===== src/rtl/lift_call_scheduler.sv =====
`timescale 1ns/1ps
`default_nettype none
// ============================================================================
// Module      : lift_call_scheduler
// Description : Debounced call-button capture and next-target selection for a
//               single lift car, handing targets to a motion stage.
// Revision    : 1.0  initial release
// ============================================================================
module lift_call_scheduler #(
    parameter int NFLOORS      = 9,
    parameter int DEBOUNCE_CYC = 500000
) (
    input  logic               CLOCK_50,
    input  logic               RESET,
    input  logic [NFLOORS-1:0] SW,
    input  logic               KEY0,
    input  logic [3:0]         CUR_FLOOR,
    input  logic               ARRIVED,
    input  logic               TGT_ACK,
    output logic [3:0]         TGT_FLOOR,
    output logic               TGT_VALID,
    output logic [NFLOORS-1:0] PENDING,
    output logic [1:0]         DIR,
    output logic               REQ_ERR
);

    localparam int               c_cnt_w     = (DEBOUNCE_CYC > 1) ? $clog2(DEBOUNCE_CYC) : 1;
    localparam logic [c_cnt_w-1:0] c_db_last = c_cnt_w'(DEBOUNCE_CYC - 1);
    localparam logic [3:0]       c_top_floor = 4'(NFLOORS - 1);
    localparam logic [1:0]       c_dir_idle  = 2'd0;
    localparam logic [1:0]       c_dir_up    = 2'd1;
    localparam logic [1:0]       c_dir_down  = 2'd2;

    typedef enum logic [1:0] {
        S_IDLE   = 2'd0,
        S_SELECT = 2'd1,
        S_OFFER  = 2'd2,
        S_WAIT   = 2'd3
    } state_t;

    state_t               r_state;
    state_t               w_state_next;
    logic                 r_key_meta;
    logic                 r_key_sync;
    logic                 r_key_db;
    logic [c_cnt_w-1:0]   r_db_cnt;
    logic                 w_db_done;
    logic                 w_press;
    logic                 w_sw_onehot;
    logic                 w_arrive;
    logic [NFLOORS-1:0]   w_pend_next;
    logic [3:0]           w_cur;
    logic [3:0]           w_above;
    logic [3:0]           w_below;
    logic                 w_above_found;
    logic                 w_below_found;
    logic [3:0]           w_pick;
    logic [3:0]           w_tgt_next;
    logic [1:0]           w_dir_next;

    // Synchronizer resets to the released level so reset never fakes a press.
    always_ff @(posedge CLOCK_50) begin
        if (RESET) begin
            r_key_meta <= 1'b1;
            r_key_sync <= 1'b1;
        end else begin
            r_key_meta <= KEY0;
            r_key_sync <= r_key_meta;
        end
    end

    assign w_db_done = (r_key_sync != r_key_db) && (r_db_cnt == c_db_last);
    assign w_press   = w_db_done && !r_key_sync;

    always_ff @(posedge CLOCK_50) begin
        if (RESET) begin
            r_key_db <= 1'b1;
            r_db_cnt <= '0;
        end else if (r_key_sync == r_key_db) begin
            r_db_cnt <= '0;
        end else if (w_db_done) begin
            r_key_db <= r_key_sync;
            r_db_cnt <= '0;
        end else begin
            r_db_cnt <= r_db_cnt + 1'b1;
        end
    end

    assign w_sw_onehot = $onehot(SW);
    assign w_arrive    = (r_state == S_WAIT) && ARRIVED;

    // Set before clear so an arrival beats a same-cycle call for that floor.
    always_comb begin
        w_pend_next = PENDING;
        if (w_press && w_sw_onehot) begin
            w_pend_next = w_pend_next | SW;
        end
        if (w_arrive) begin
            w_pend_next[TGT_FLOOR] = 1'b0;
        end
    end

    assign w_cur = (CUR_FLOOR > c_top_floor) ? c_top_floor : CUR_FLOOR;

    always_comb begin
        w_above_found = 1'b0;
        w_above       = '0;
        w_below_found = 1'b0;
        w_below       = '0;
        for (int i = NFLOORS - 1; i >= 0; i--) begin
            if (PENDING[i] && (4'(i) > w_cur)) begin
                w_above_found = 1'b1;
                w_above       = 4'(i);
            end
        end
        for (int i = 0; i < NFLOORS; i++) begin
            if (PENDING[i] && (4'(i) < w_cur)) begin
                w_below_found = 1'b1;
                w_below       = 4'(i);
            end
        end
    end

    always_comb begin
        w_pick = w_cur;
        if (!PENDING[w_cur]) begin
            case (DIR)
                c_dir_up:   w_pick = w_above_found ? w_above : w_below;
                c_dir_down: w_pick = w_below_found ? w_below : w_above;
                default: begin
                    if (w_above_found && w_below_found) begin
                        w_pick = ((w_cur - w_below) <= (w_above - w_cur)) ? w_below : w_above;
                    end else if (w_above_found) begin
                        w_pick = w_above;
                    end else begin
                        w_pick = w_below;
                    end
                end
            endcase
        end
    end

    always_comb begin
        w_state_next = r_state;
        w_tgt_next   = TGT_FLOOR;
        w_dir_next   = DIR;
        unique case (r_state)
            S_IDLE: begin
                if (PENDING != '0) begin
                    w_state_next = S_SELECT;
                end
            end
            S_SELECT: begin
                w_tgt_next = w_pick;
                if (w_pick > w_cur) begin
                    w_dir_next = c_dir_up;
                end else if (w_pick < w_cur) begin
                    w_dir_next = c_dir_down;
                end
                w_state_next = S_OFFER;
            end
            S_OFFER: begin
                if (TGT_ACK) begin
                    w_state_next = S_WAIT;
                end
            end
            S_WAIT: begin
                if (ARRIVED) begin
                    w_state_next = S_IDLE;
                    if (w_pend_next == '0) begin
                        w_dir_next = c_dir_idle;
                    end
                end
            end
            default: w_state_next = S_IDLE;
        endcase
    end

    always_ff @(posedge CLOCK_50) begin
        if (RESET) begin
            r_state   <= S_IDLE;
            PENDING   <= '0;
            TGT_FLOOR <= '0;
            DIR       <= c_dir_idle;
            REQ_ERR   <= 1'b0;
        end else begin
            r_state   <= w_state_next;
            PENDING   <= w_pend_next;
            TGT_FLOOR <= w_tgt_next;
            DIR       <= w_dir_next;
            REQ_ERR   <= w_press && !w_sw_onehot;
        end
    end

    assign TGT_VALID = (r_state == S_OFFER);

endmodule
`default_nettype wire


===== config.mk =====
export PLATFORM = sky130hd
export DESIGN_NAME = lift_call_scheduler
export DESIGN_NICKNAME = d
export VERILOG_FILES = /design/src/rtl/lift_call_scheduler.sv
export SDC_FILE = /design/constraint.sdc
export NUM_CORES = 1
export LEC_CHECK = 0
export CAP_MARGIN = 20
export CORE_MARGIN = 1
export CORE_UTILIZATION = 50
export CTS_BUF_LIST = sky130_fd_sc_hd__clkbuf_8 sky130_fd_sc_hd__clkbuf_16
export DETAILED_ROUTE_END_ITERATION = 10
export GPL_ROUTABILITY_DRIVEN = 0
export PLACE_DENSITY = 0.72
export SLEW_MARGIN = 25
export SYNTH_ARGS = -nofsm -noshare
export SYNTH_HDL_FRONTEND = slang
export SYNTH_SLANG_ARGS = --single-unit

===== constraint.sdc =====
create_clock -name CLOCK_50 -period 9.8 [get_ports CLOCK_50]
set_input_delay 1.47 -clock CLOCK_50 [delete_from_list [all_inputs] [get_ports CLOCK_50]]
set_output_delay 1.47 -clock CLOCK_50 [all_outputs]
set_load 0.005 [all_outputs]

# Word-level counts from Yosys, hierarchy flattened
# Index checks and enable logic that the tools add are counted.
dict set report word_totals {
  output_inout_bits 17
  regBits 40
  inputBits 18
  wordCells 155
}
dict set report classes {
  n_reduce_logical 35
  n_eq_ne 14
  addsub 11
  n_mux 57
  magnitude_cmp 25
  n_bitwise 4
}
# operator n
set ops {}
lappend ops {{4-bit two-way mux} 22}
lappend ops {{1-bit logical AND} 25}
lappend ops {{1-bit two-way mux} 21}
lappend ops {{19-bit by 1-bit adder with 19-bit output (second input constant)} 1}
lappend ops {{19-bit equality test (second input constant)} 1}
lappend ops {{9-bit two-way mux} 2}
lappend ops {{3-bit by 4-bit > comparator with 1-bit output (first input constant)} 4}
lappend ops {{3-bit by 4-bit < comparator with 1-bit output (first input constant)} 4}
lappend ops {{2-bit two-way mux} 7}
lappend ops {{4-bit by 5-bit < comparator with 1-bit output (second input constant)} 2}
lappend ops {{9-bit bitwise AND} 1}
lappend ops {{9-bit logical NOT} 1}
lappend ops {{9-bit inverter} 1}
lappend ops {{9-bit bitwise OR} 1}
lappend ops {{9-bit nonzero test} 1}
lappend ops {{1-bit by 1-bit adder with 2-bit output} 4}
lappend ops {{1-bit by 4-bit > comparator with 1-bit output (first input constant)} 2}
lappend ops {{2-bit by 4-bit > comparator with 1-bit output (first input constant)} 2}
lappend ops {{1-bit by 4-bit < comparator with 1-bit output (first input constant)} 2}
lappend ops {{2-bit by 4-bit < comparator with 1-bit output (first input constant)} 2}
lappend ops {{2-bit one-hot mux with 4 select lines} 1}
lappend ops {{4-bit one-hot mux with 2 select lines} 1}
lappend ops {{4-bit subtractor} 2}
lappend ops {{2-bit by 2-bit adder with 3-bit output} 2}
lappend ops {{28 further kinds} 34}

# Longest topological paths before layout
# Gate-level depths: netlist (run 1).
dict set report logic_depth {
  ltp_word 23
  mapped_depth 28
  depth_no_buf 26
}

# Least setup slack after synthesis (run 1)
# No wires, ideal clock.
dict set report synth_path {
  path_type {input to register}
  startpoint {input port CUR_FLOOR[0]}
  endpoint {register DIR[0]}
  cell_stages 24
  setup_slack_ps 3913
  t_required_ps 9684
  path_buffers 1
  setup_time_ps 116
  arrival_ps 5772
  path_cell_list {buf_2 or4b_2 o2111ai_1 o32ai_2 ha_1 a21oi_1 nand3_1 a21oi_1 nor2_1 ha_1 nand4_1 o21ai_0 a21oi_1 a21oi_2 or2_1 o311ai_1 o21ai_0 ha_1 nor2b_1 o21ai_0 nand2b_1 a21oi_1 o21ai_1 a31o_1}
}
dict set report synth_via {
  elab_chain_cells 22
  word_cells_on_any_way 91
  classes_between {add/sub: 2; order compare: 22; eq/ne: 1; mux: 46; reduce/logical: 20}
}
# element line
set synth_lines {}
lappend synth_lines {{start: declaration} 17} ;# input logic [3:0] CUR_FLOOR,
lappend synth_lines {{4-bit > comparator} 103} ;# assign w_cur = (CUR_FLOOR > c_top_floor) ? c_top_floor : CUR_FLOOR;
lappend synth_lines {{4-bit two-way mux (*)} 103}
lappend synth_lines {{4-bit > comparator} 111} ;# if (PENDING[i] && (4'(i) > w_cur)) begin
lappend synth_lines {{1-bit logical AND} 111}
lappend synth_lines {{4-bit two-way mux (9 in a row)} 111}
lappend synth_lines {{4-bit subtractor} 132} ;# w_pick = ((w_cur - w_below) <= (w_above - w_cur)) ? w_below : w_above;
lappend synth_lines {{4-bit less-or-equal comparator} 132}
lappend synth_lines {{4-bit two-way mux} 132}
lappend synth_lines {{4-bit two-way mux} 131} ;# if (w_above_found && w_below_found) begin
lappend synth_lines {{4-bit one-hot mux with 2 select lines} 127} ;# case (DIR)
lappend synth_lines {{4-bit two-way mux (*)} 126} ;# if (!PENDING[w_cur]) begin
lappend synth_lines {{via w_pick[1]} 57} ;# logic [3:0] w_pick;
lappend synth_lines {{4-bit > comparator / 4-bit < comparator (equally long branches)} {155, 157}}
lappend synth_lines {{3-bit != test (no line) / 2-bit two-way mux (equally long branches)} n/a}
lappend synth_lines {{4-bit AND reduction (no line) / 2-bit one-hot mux with 2 select lines (equally long branches)} n/a}
lappend synth_lines {{end signal: assignment} 184} ;# DIR <= c_dir_idle;
lappend synth_lines {{end signal: assignment} 190} ;# DIR <= w_dir_next;
lappend synth_lines {{end: declaration} 23} ;# output logic [1:0] DIR,
# Mark *: on every way through the listed nets, which the timed path passes. The rest lies on a longest branch. The select of a mux whose other input is x is not followed.
# A chain may end at the register's enable or synchronous reset.

# Final worst setup path (run 1)
dict set report layout_path {
  startpoint {input port CUR_FLOOR[3]}
  endpoint {register DIR[1]}
}
# Same word-level chain as after synthesis.

==> results of run 1 <==
[layout make-up]
cell class | count | area, um2 | area share, %
multi-input cells | 325 | 2330 | 60.6
flip-flops and latches | 40 | 801 | 20.8
repair buffers | 34 | 340 | 8.84
inverters | 40 | 150 | 3.90
well taps | 77 | 96.3 | 2.50
clock buffers | 5 | 68.8 | 1.79
clock inverters | 2 | 60.1 | 1.56
[how the worst min path moves through the flow]
stage / start / endpoint / slack, ns / depth (start not counted)
after floorplan: r_key_meta$_SDFF_PP1_ / r_key_sync$_SDFF_PP1_ / 0.39 / 1
after global placement: r_key_meta$_SDFF_PP1_ / r_key_sync$_SDFF_PP1_ / 0.39 / 1
after detailed placement: r_key_meta$_SDFF_PP1_ / r_key_sync$_SDFF_PP1_ / 0.39 / 1
after CTS: r_key_meta$_SDFF_PP1_ / r_key_sync$_SDFF_PP1_ / 0.41 / 1
after global routing: r_key_meta$_SDFF_PP1_ / r_key_sync$_SDFF_PP1_ / 0.42 / 1
final: r_key_meta$_SDFF_PP1_ / r_key_sync$_SDFF_PP1_ / 0.41 / 1
[cell families (layout without fill, tap and decap cells)]
kind of cell | after synthesis | in the layout | synth area share (%)
and+or+nand+nor | 157 | 157 | 25.6
AOI/OAI and AO/OA | 113 | 113 | 23.2
buffers and inverters | 63 | 81 | 7.63
DFF | 40 | 40 | 23.6
adders and majority gates | 29 | 29 | 12.2
xor gates and xnor gates | 20 | 20 | 5.16
muxes | 6 | 6 | 2.54
[routing by layer]
layer / track usage, % / share of wire (%) / wire length [um] / vias up
met5: 0 / 0 / 0 / -
met4: 7.24 / 1.3 / 108 / 0
li1: - / - / - / 1573
met1: 31.9 / 43 / 3610 / 1507
met2: 43.3 / 50 / 4150 / 110
met3: 3.24 / 5.5 / 460 / 10
[power groups by stage]
| stage | Clock, W | Sequential, W | Combinational (W) |
|---|---|---|---|
| after global routing | 0.000167 | 0.000178 | 0.000165 |
| after global placement | 0 | 0.000181 | 0.000142 |
| after CTS | 0.000160 | 0.000177 | 0.000147 |
| final | 0.000158 | 0.000177 | 0.000147 |
| after floorplan | 0 | 0.000178 | 0.000109 |
| after detailed placement | 0 | 0.000181 | 0.000146 |
[flip-flops by register name, indices dropped and copies added (netlist names)]
signal / flops
DIR: 2
PENDING: 9
REQ_ERR: 1
TGT_FLOOR: 4
r_db_cnt: 19
r_key_db: 1
r_key_meta: 1
r_key_sync: 1
r_state: 2
[Yosys cell counts, types with 2 or more instances]
| cell type | count |
|---|---|
| nand4_1 | 8 |
| nor4_1 | 5 |
| fa_1 | 7 |
| o21ai_0 | 22 |
| ha_1 | 22 |
| nand3b_1 | 2 |
| buf_1 | 2 |
| nor2b_1 | 10 |
| buf_2 | 9 |
| a21boi_0 | 2 |
| and2_1 | 2 |
| nand3_1 | 14 |
| xnor2_1 | 11 |
| clkbuf_1 | 10 |
| a21o_1 | 5 |
| nand4b_1 | 2 |
| a32oi_1 | 2 |
| o21a_1 | 5 |
| and3b_1 | 2 |
| o31ai_1 | 2 |
| nand2_1 | 29 |
| or2_2 | 5 |
| a311oi_1 | 5 |
| xor2_1 | 9 |
| or3_1 | 4 |
| o21ai_1 | 2 |
| a21oi_1 | 26 |
| mux4_2 | 2 |
| o32ai_1 | 2 |
| o22ai_1 | 6 |
| nor2_1 | 44 |
| or4b_2 | 2 |
| mux2i_1 | 3 |
| nand2b_1 | 3 |
| nor3b_1 | 3 |
| o211ai_1 | 2 |
| nor3_1 | 9 |
| a21bo_2 | 2 |
| dfxtp_1 | 40 |
| o221ai_1 | 4 |
| a31oi_1 | 7 |
| inv_1 | 40 |
| a221oi_1 | 2 |
| a211oi_1 | 4 |
[stage by stage]
step	setup WS [ns]	utilization, %	hold slack [ns]	cell area [um2]
final	2.80	59.6	0.411	3850
after global routing	2.41	59.6	0.423	3850
after CTS	2.90	59.6	0.412	3850
after detailed placement	2.61	57.6	0.394	3720
after global placement	2.89	57.6	0.393	3720
after floorplan	3.91	-	0.389	3390
[worst max-delay path: cells and delay by family]
family / cells / cell delay, ns
simple gates: 6 / 0.87
fa+ha+maj: 4 / 1.22
compound gates: 10 / 2.10
buf+inv: 5 / 1.52
==> impl_metrics.toml, run 1 <==
[sta]
fin_tns_setup_ns = 0
rsz0062_at_grt = "no"
slew-limit-headroom_pct = 48.1
hold_violations = 0
slew_viol_final = 0
worstMarginPinSlew_ns = 0.776
fmax_mhz = 143
setup_viol = 0
period_share_pct = 71.5
final.min_clock_period_ns = 7.00
fin_skew_ns = 0.00479

[yosys]
synth_flop_cell = "dfxtp_1"
synth.distinct_cells = 73
syn-num-nets = 475
yosysWarnings = 0
synth_top_area_share_pct = 23.6
yosysSeqAreaShare_pct = 23.6
syn_inst = 428
avgSynthCellArea_um2 = 7.93
ys_seq_elements = 40
synth-edff-count = 0
async_flop_share_pct = 0
synth_top_area_cell = "dfxtp_1"
synth_area_leaders = "dfxtp_1 (24%), ha_1 (8.1%), nor2_1 (4.9%)"
synthesis.area_um2 = 3390

[route]
detail-route-antenna-nets = 0
drcViolationCount = 1
wl_per_cell_um = 15.9
vias_per_cell = 6.12
drt_iter0_drc = 245
drt-total-wl_um = 8340
dr.pass1.iters = 8
vias = 3200

[power_and_ir_drop]
seqPwrFrac_pct = 36.7
p_sw_w = 0.000148
cellPowerDensity_nw_per_um2 = 125
p_total_w = 0.000482
swShare_pct = 30.6
p_comb_share_pct = 30.5
worst_ir_drop_vdd_uv = 102
clockPowerShare_pct = 32.7
power.leakage_nw = 1.38
intPower_w = 0.000334

[grt]
grt_pass1_wl_um = 14400
track_usage_pct = 24.7
overflow = 0
antenna_found_initial = 0
first_global_vias = 3049
grt_max_degree = 22

[floorplanning]
die_h_um = 84.4
die-area_um2 = 7120
rows = 29
die_x_um = 84.4
initial_core_util_pct = 52.6
io-pin-count = 35
core_um2 = 6460

[run_status]
violations = "DRC"
status = "finished, violations left"

[setup_path]
r2r-end = "DIR[1]$_SDFFE_PP0P_"
cpMaxStageDelayCell = "clkdlybuf4s50_1"
cp-endpoint = "DIR[1]$_SDFFE_PP0P_"
slowest_delay_ns = 0.74
cp_max_fo = 20
crit_start = "CUR_FLOOR[3]"
r2r_slack_ns = 4.31
r2r_cells = 23
path_class = "primary input to flop"
start_kind = "primary input"
rr_startpoint = "PENDING[1]$_SDFF_PP0_"
end_kind = "flop"
cp.arrival_ns = 7.19
cp_common_cell = "inv_1"
cp_data_required_time_ns = 9.99

[cts]
root_buffer = "clkbuf_8"
clkTransAtPathRegs_ns = 0.08
ctsResizeCount = 0
cts_sinks = 40
cts_buffers = 5
cts_max_level = 2
clock_latency_ns = 0.29
cts_tree = "yes"
ctsHoldBuffers = 0
clk_path_buf_depth = 2
postCtsSetupBuffers = 0

[layout]
layout-drive-gt1-share_pct = 7.40
finalNonFillerCells = 523
antenna_cells = 0
mostFrequentLayoutCells = "nor2_1 (44), dfxtp_1 (40), inv_1 (40), clkdlybuf4s50_1 (34), nand2_1 (29)"
nFillCells = 594
final_common_cell = "nor2_1"
syn_to_final_growth_pct = 13.5
nets = 493

[placement]
place_hpwl_um = 6240
dp.cells = 516
port_buffers = 34

[run]
drv_cap = 0

[hold_path]
hold_path_class = "flop to flop"
(Power assumes the default switching activity.)
==> inputs of run 2 (changes only) <==
==> constraint.sdc (replaced) <==
create_clock -name CLOCK_50 -period 6.7 [get_ports CLOCK_50]
set_input_delay 1.005 -clock CLOCK_50 [delete_from_list [all_inputs] [get_ports CLOCK_50]]
set_output_delay 1.005 -clock CLOCK_50 [all_outputs]
set_load 0.005 [all_outputs]
==> run 2 against run 1 <==
  * The run still ends with DRC left
  * Sequential power is 46% higher
  * Global-route usage is 0.64 points lower
  * Power is 34% higher
  * Highest routed layer unchanged
  * Worst hold slack better by 0.0042 ns
  * Clock power is 7% higher
  * Combinational power is 46% higher
  * Clock skew is 0.0017 ns higher
==> impl_metrics.toml, run 2 (synthesized netlist as in run 1, its figures left out) <==
[sta]
fin_worst_hold_slack_ns = 0.415
fmax_mhz = 161
period_share_pct = 92.6
setup_viol = 0
slew-limit-headroom_pct = 46.6
slew_viol_final = 0
final.min_clock_period_ns = 6.21
hold_violations = 0
rsz0062_at_grt = "no"
worstMarginPinSlew_ns = 0.799
fin_skew_ns = 0.00651
fin_tns_setup_ns = 0

[setup_path]
crit_chain = "clkdlybuf4s50_1 -> or3_4 -> o21ai_0 -> o21ai_0 -> a32oi_1 -> inv_1 -> ha_1 -> inv_1 -> fa_1 -> ha_1 -> nor2b_1 -> o21ai_0 -> a21oi_1 -> a21oi_2 -> or2_1 -> o311ai_1 -> o21ai_0 -> ha_1 -> nor2b_1 -> o21ai_0 -> nand2b_1 -> a21oi_1 -> o21ai_1 -> a32o_1"
path_class = "primary input to flop"
cp_max_fo = 14
cp_common_cell = "o21ai_0"
cp_data_required_time_ns = 6.89
start_kind = "primary input"
critical_path_buf_inv_count = 3
cpMaxStageDelayCell = "clkdlybuf4s50_1"
end_kind = "flop"
crit_start = "CUR_FLOOR[1]"
slowest_delay_ns = 0.64
cp.arrival_ns = 6.39
rr_startpoint = "PENDING[1]$_SDFF_PP0_"
crit_family = "compound AO/OA/AOI/OAI gates"

[power_and_ir_drop]
seqPwrFrac_pct = 40.3
p_sw_w = 0.000217
cellPowerDensity_nw_per_um2 = 166
intPower_w = 0.000427
clockPowerShare_pct = 26.3
worst_ir_drop_vdd_uv = 161
swShare_pct = 33.6
power.leakage_nw = 1.39
p_comb_share_pct = 33.4

[layout]
final_util_pct = 60.0
mostFrequentLayoutCells = "nor2_1 (44), dfxtp_1 (40), inv_1 (40), clkdlybuf4s50_1 (34), nand2_1 (29)"
antenna_cells = 0
largest_register_ffs = 19
layout-drive-gt1-share_pct = 9.03
top_register = "r_db_cnt"
final_common_cell = "nor2_1"
syn_to_final_growth_pct = 14.1
nets = 500
fin_area_um2 = 3870
top_regs = "r_db_cnt (19), PENDING (9), TGT_FLOOR (4)"

[floorplanning]
die_x_um = 84.4
die-area_um2 = 7120
core_um2 = 6460
initial_core_util_pct = 52.6
rows = 29
io-pin-count = 35
die_h_um = 84.4

[route]
drt_iter0_drc = 142
vias_per_cell = 6.08
drt-total-wl_um = 8230
vias = 3231
drcViolationCount = 2
wl_per_cell_um = 15.5
dr.pass1.iters = 8
detail-route-antenna-nets = 0

[cts]
clk_path_buf_depth = 2
root_buffer = "clkbuf_8"
ctsHoldBuffers = 0
cts_buffers = 5
ctsResizeCount = 0
cts_sinks = 40
postCtsSetupBuffers = 0
clkTransAtPathRegs_ns = 0.08
cts_tree = "yes"
clock_latency_ns = 0.29
cts_max_level = 2

[run]
drv_cap = 0

[grt]
overflow = 0
first_global_vias = 3061
grt_pass1_wl_um = 14000
antenna_found_initial = 0
track_usage_pct = 24.1
grt_max_degree = 22

[hold_path]
hold_path_class = "flop to flop"
hp-start = "r_key_meta$_SDFF_PP1_"

[run_status]
status = "finished, violations left"
violations = "DRC"

[placement]
place_hpwl_um = 6280
port_buffers = 34
place_area_um2 = 3770
run 2: power groups by stage:
stage	logic [W]	registers [W]	clock network, W
finish	0.000215	0.000259	0.000169
global route	0.000242	0.000261	0.000185
CTS	0.000215	0.000259	0.000175
detailed placement	0.000214	0.000264	0
global placement	0.000208	0.000264	0
floorplan	0.000159	0.000260	0
run 2: final timing paths:
check	endpoint	slack [ns]	cells after the start
worst max-delay path	DIR[1]$_SDFFE_PP0P_	0.49	24
worst min-delay path	r_key_sync$_SDFF_PP1_	0.42	1
worst max register to register	DIR[1]$_SDFFE_PP0P_	1.34	23
worst min register to register	r_key_sync$_SDFF_PP1_	0.42	1
run 2: worst reg2reg max path, cell delays in order (launching register included):
cell and delay, ns:
dfxtp_1 0.61, or4b_2 0.65, o2111ai_1 0.14, o32ai_2 0.19
ha_1 0.33, a21oi_1 0.22, o21ai_0 0.13, a21oi_1 0.14
nor2_1 0.06, ha_1 0.28, nand4_1 0.10, o21ai_0 0.09
a21oi_1 0.22, a21oi_2 0.10, or2_1 0.28, o311ai_1 0.35
o21ai_0 0.14, ha_1 0.30, nor2b_1 0.13, o21ai_0 0.16
nand2b_1 0.07, a21oi_1 0.22, o21ai_1 0.12, a32o_1 0.23
run 2: layout make-up:
type | count | area (um2)
Clock buffer | 6 | 82.6
Clock inverter | 2 | 15.0
Timing Repair Buffer | 41 | 393
Tap cell | 77 | 96.3
Multi-Input combinational cell | 325 | 2330
Fill cell | 586 | 2590
Sequential cell | 40 | 801
Inverter | 40 | 150
run 2: stage by stage:
stage / total power, W / worst slack [ns] / cells
3_5_place_dp: 0.000478 / 0.284 / 523
6_report: 0.000644 / 0.495 / 531
4_1_cts: 0.000649 / 0.555 / 531
5_1_grt: 0.000688 / 0.0916 / 531
3_3_place_gp: 0.000472 / 0.448 / 523
2_1_floorplan: 0.000419 / 1.28 / 428
run 2: per-layer routing:
metal | part of all wire, % | GRT usage [%] | wire length [um]
met4 | 1.7 | 8.32 | 136
met1 | 45 | 31.0 | 3690
met3 | 5.5 | 3.44 | 449
met2 | 48 | 41.4 | 3960
met5 | 0 | 0 | 0
==> inputs of run 3 (changes only) <==
--- a/config.mk
+++ b/config.mk
@@ -7,11 +7,11 @@
 export LEC_CHECK = 0
 export CAP_MARGIN = 20
 export CORE_MARGIN = 1
-export CORE_UTILIZATION = 50
+export CORE_UTILIZATION = 55
 export CTS_BUF_LIST = sky130_fd_sc_hd__clkbuf_8 sky130_fd_sc_hd__clkbuf_16
 export DETAILED_ROUTE_END_ITERATION = 10
 export GPL_ROUTABILITY_DRIVEN = 0
-export PLACE_DENSITY = 0.72
+export PLACE_DENSITY = 0.78
 export SLEW_MARGIN = 25
 export SYNTH_ARGS = -nofsm -noshare
 export SYNTH_HDL_FRONTEND = slang
==> run 3 against run 2 <==
  * The run now ends clean
  * Worst setup slack better by 0.067 ns
  * Worst hold slack barely moved
  * Non-clock buffer count up 1
  * Routed wire length increased by 4.7%
==> impl_metrics.toml, run 3 (synthesized netlist as in run 1, its figures left out) <==
[setup_path]
end_kind = "flop"
crit_chain = "clkdlybuf4s50_1 -> or3_4 -> o21ai_0 -> o21ai_0 -> a32oi_1 -> inv_1 -> ha_1 -> inv_1 -> fa_1 -> ha_1 -> nor2b_1 -> o21ai_0 -> a21oi_1 -> a21oi_2 -> or2_1 -> o311ai_1 -> o21ai_0 -> ha_1 -> nor2b_1 -> o21ai_0 -> nand2b_1 -> a21oi_1 -> o21ai_1 -> a32o_1"
cp_data_required_time_ns = 6.89
cp_max_fo = 15
cpMaxStageDelayCell = "clkdlybuf4s50_1"
cp_common_cell = "o21ai_0"
slowest_delay_ns = 0.65
path_class = "primary input to flop"
crit_family = "compound AO/OA/AOI/OAI gates"
critical_path_buf_inv_count = 3
start_kind = "primary input"
cp.arrival_ns = 6.33

[floorplanning]
rows = 28
io-pin-count = 35
die_x_um = 80.6
core_um2 = 5920
die_h_um = 80.6
die-area_um2 = 6490
initial_core_util_pct = 57.3

[sta]
hold_violations = 0
slew-limit-headroom_pct = 47.2
final.min_clock_period_ns = 6.14
fin_skew_ns = 0.00623
rsz0062_at_grt = "no"
setup_viol = 0
fin_tns_setup_ns = 0
worstMarginPinSlew_ns = 0.790
slew_viol_final = 0
worst_slack_ns = 0.561
period_share_pct = 91.6
fmax_mhz = 163

[route]
detail-route-antenna-nets = 0
vias = 3336
dr.pass1.iters = 5
drcViolationCount = 0
wl_per_cell_um = 16.2
vias_per_cell = 6.29
drt-total-wl_um = 8610
drt_iter0_drc = 254

[layout]
antenna_cells = 0
top_regs = "r_db_cnt (19), PENDING (9), TGT_FLOOR (4)"
top_register = "r_db_cnt"
regArea_um2 = 801
nets = 501
mostFrequentLayoutCells = "nor2_1 (44), dfxtp_1 (40), inv_1 (40), clkdlybuf4s50_1 (34), nand2_1 (29)"
nFillCells = 513
final_common_cell = "nor2_1"
syn_to_final_growth_pct = 14.9
layout-drive-gt1-share_pct = 9.23
finalNonFillerCells = 530
final_util_pct = 65.9
largest_register_ffs = 19
multi_input_area_um2 = 2330

[power_and_ir_drop]
p_total_w = 0.000689
worst_ir_drop_vdd_uv = 166
cellPowerDensity_nw_per_um2 = 177
power.leakage_nw = 1.42

[cts]
clk_path_buf_depth = 2
ctsResizeCount = 0
cts_buffers = 5
cts_tree = "yes"
cts_max_level = 2
ctsHoldBuffers = 0
cts_sinks = 40
root_buffer = "clkbuf_8"
postCtsSetupBuffers = 0
clock_latency_ns = 0.29
clkTransAtPathRegs_ns = 0.08

[placement]
dpl_worst_slack_ns = 0.314
port_buffers = 34
place_hpwl_um = 6510
dp.cells = 522

[grt]
grt_pass1_wl_um = 14500
grt_max_degree = 22
track_usage_pct = 28.5
first_global_vias = 3092
overflow = 0
antenna_found_initial = 0

[run]
drv_cap = 0

[run_status]
status = "complete, no violations"

[hold_path]
hold_path_class = "flop to flop"
-- run 3: changes by cell type in the layout (fill, tap and decap cells not counted) --
cell / before / now
bufinv_16: 0 / 1
buf_4: 7 / 8
clkinv_4: 0 / 1
clkinvlp_4: 2 / 0
-- run 3: routing by layer --
| layer | GRT usage [%] | up-vias | wire (um) |
|---|---|---|---|
| li1 | - | 1588 | - |
| met1 | 36.1 | 1573 | 3700 |
| met2 | 49.0 | 155 | 4150 |
| met3 | 3.64 | 20 | 578 |
| met4 | 10.5 | 0 | 180 |
| met5 | 0 | - | 0 |
-- run 3: final timing paths --
path         slack (ns)  cells past startpoint                  start                    end
max                0.56                     24           CUR_FLOOR[2]    DIR[1]$_SDFFE_PP0P_
min                0.42                      1  r_key_meta$_SDFF_PP1_  r_key_sync$_SDFF_PP1_
max reg2reg        1.46                     23  PENDING[1]$_SDFF_PP0_    DIR[1]$_SDFFE_PP0P_
min reg2reg        0.42                      1  r_key_meta$_SDFF_PP1_  r_key_sync$_SDFF_PP1_
-- run 3: power by group --
part | switching, W | total (W) | leakage (nW) | internal [W]
registers | 0.0000132 | 0.000260 | 0.323 | 0.000246
logic | 0.000124 | 0.000223 | 1.03 | 0.0000993
clock network | 0.0000846 | 0.000206 | 0.0614 | 0.000122
total | 0.000221 | 0.000689 | 1.42 | 0.000468
-- run 3: stage by stage --
stage / area (um2) / hold slack [ns]
after CTS: 3900 / 0.418
after global routing: 3900 / 0.440
after global placement: 3780 / 0.393
final: 3900 / 0.415
after detailed placement: 3780 / 0.399
after floorplan: 3390 / 0.389
-- run 3: worst register-to-register path: stages, from the launching register on --
cell       delay, ns
dfxtp_1         0.60
or4b_2          0.64
o2111ai_1       0.14
o32ai_2         0.19
ha_1            0.32
a21oi_1         0.21
nand3_1         0.10
a21oi_1         0.15
nor2_1          0.06
ha_1            0.28
nand4_1         0.08
o21ai_0         0.08
a21oi_1         0.20
a21oi_2         0.09
or2_1           0.28
o311ai_1        0.31
o21ai_0         0.14
ha_1            0.30
nor2b_1         0.14
o21ai_0         0.13
nand2b_1        0.07
a21oi_1         0.25
o21ai_1         0.14
a32o_1          0.24
-- run 3: area by class of cell --
class,instances,area share [%]
Multi-Input combinational cell,325,59.8
Timing Repair Buffer,42,10.3
Sequential cell,40,20.5
Clock inverter,2,0.994
Clock buffer,6,2.12
Inverter,40,3.85
Tap cell,75,2.41
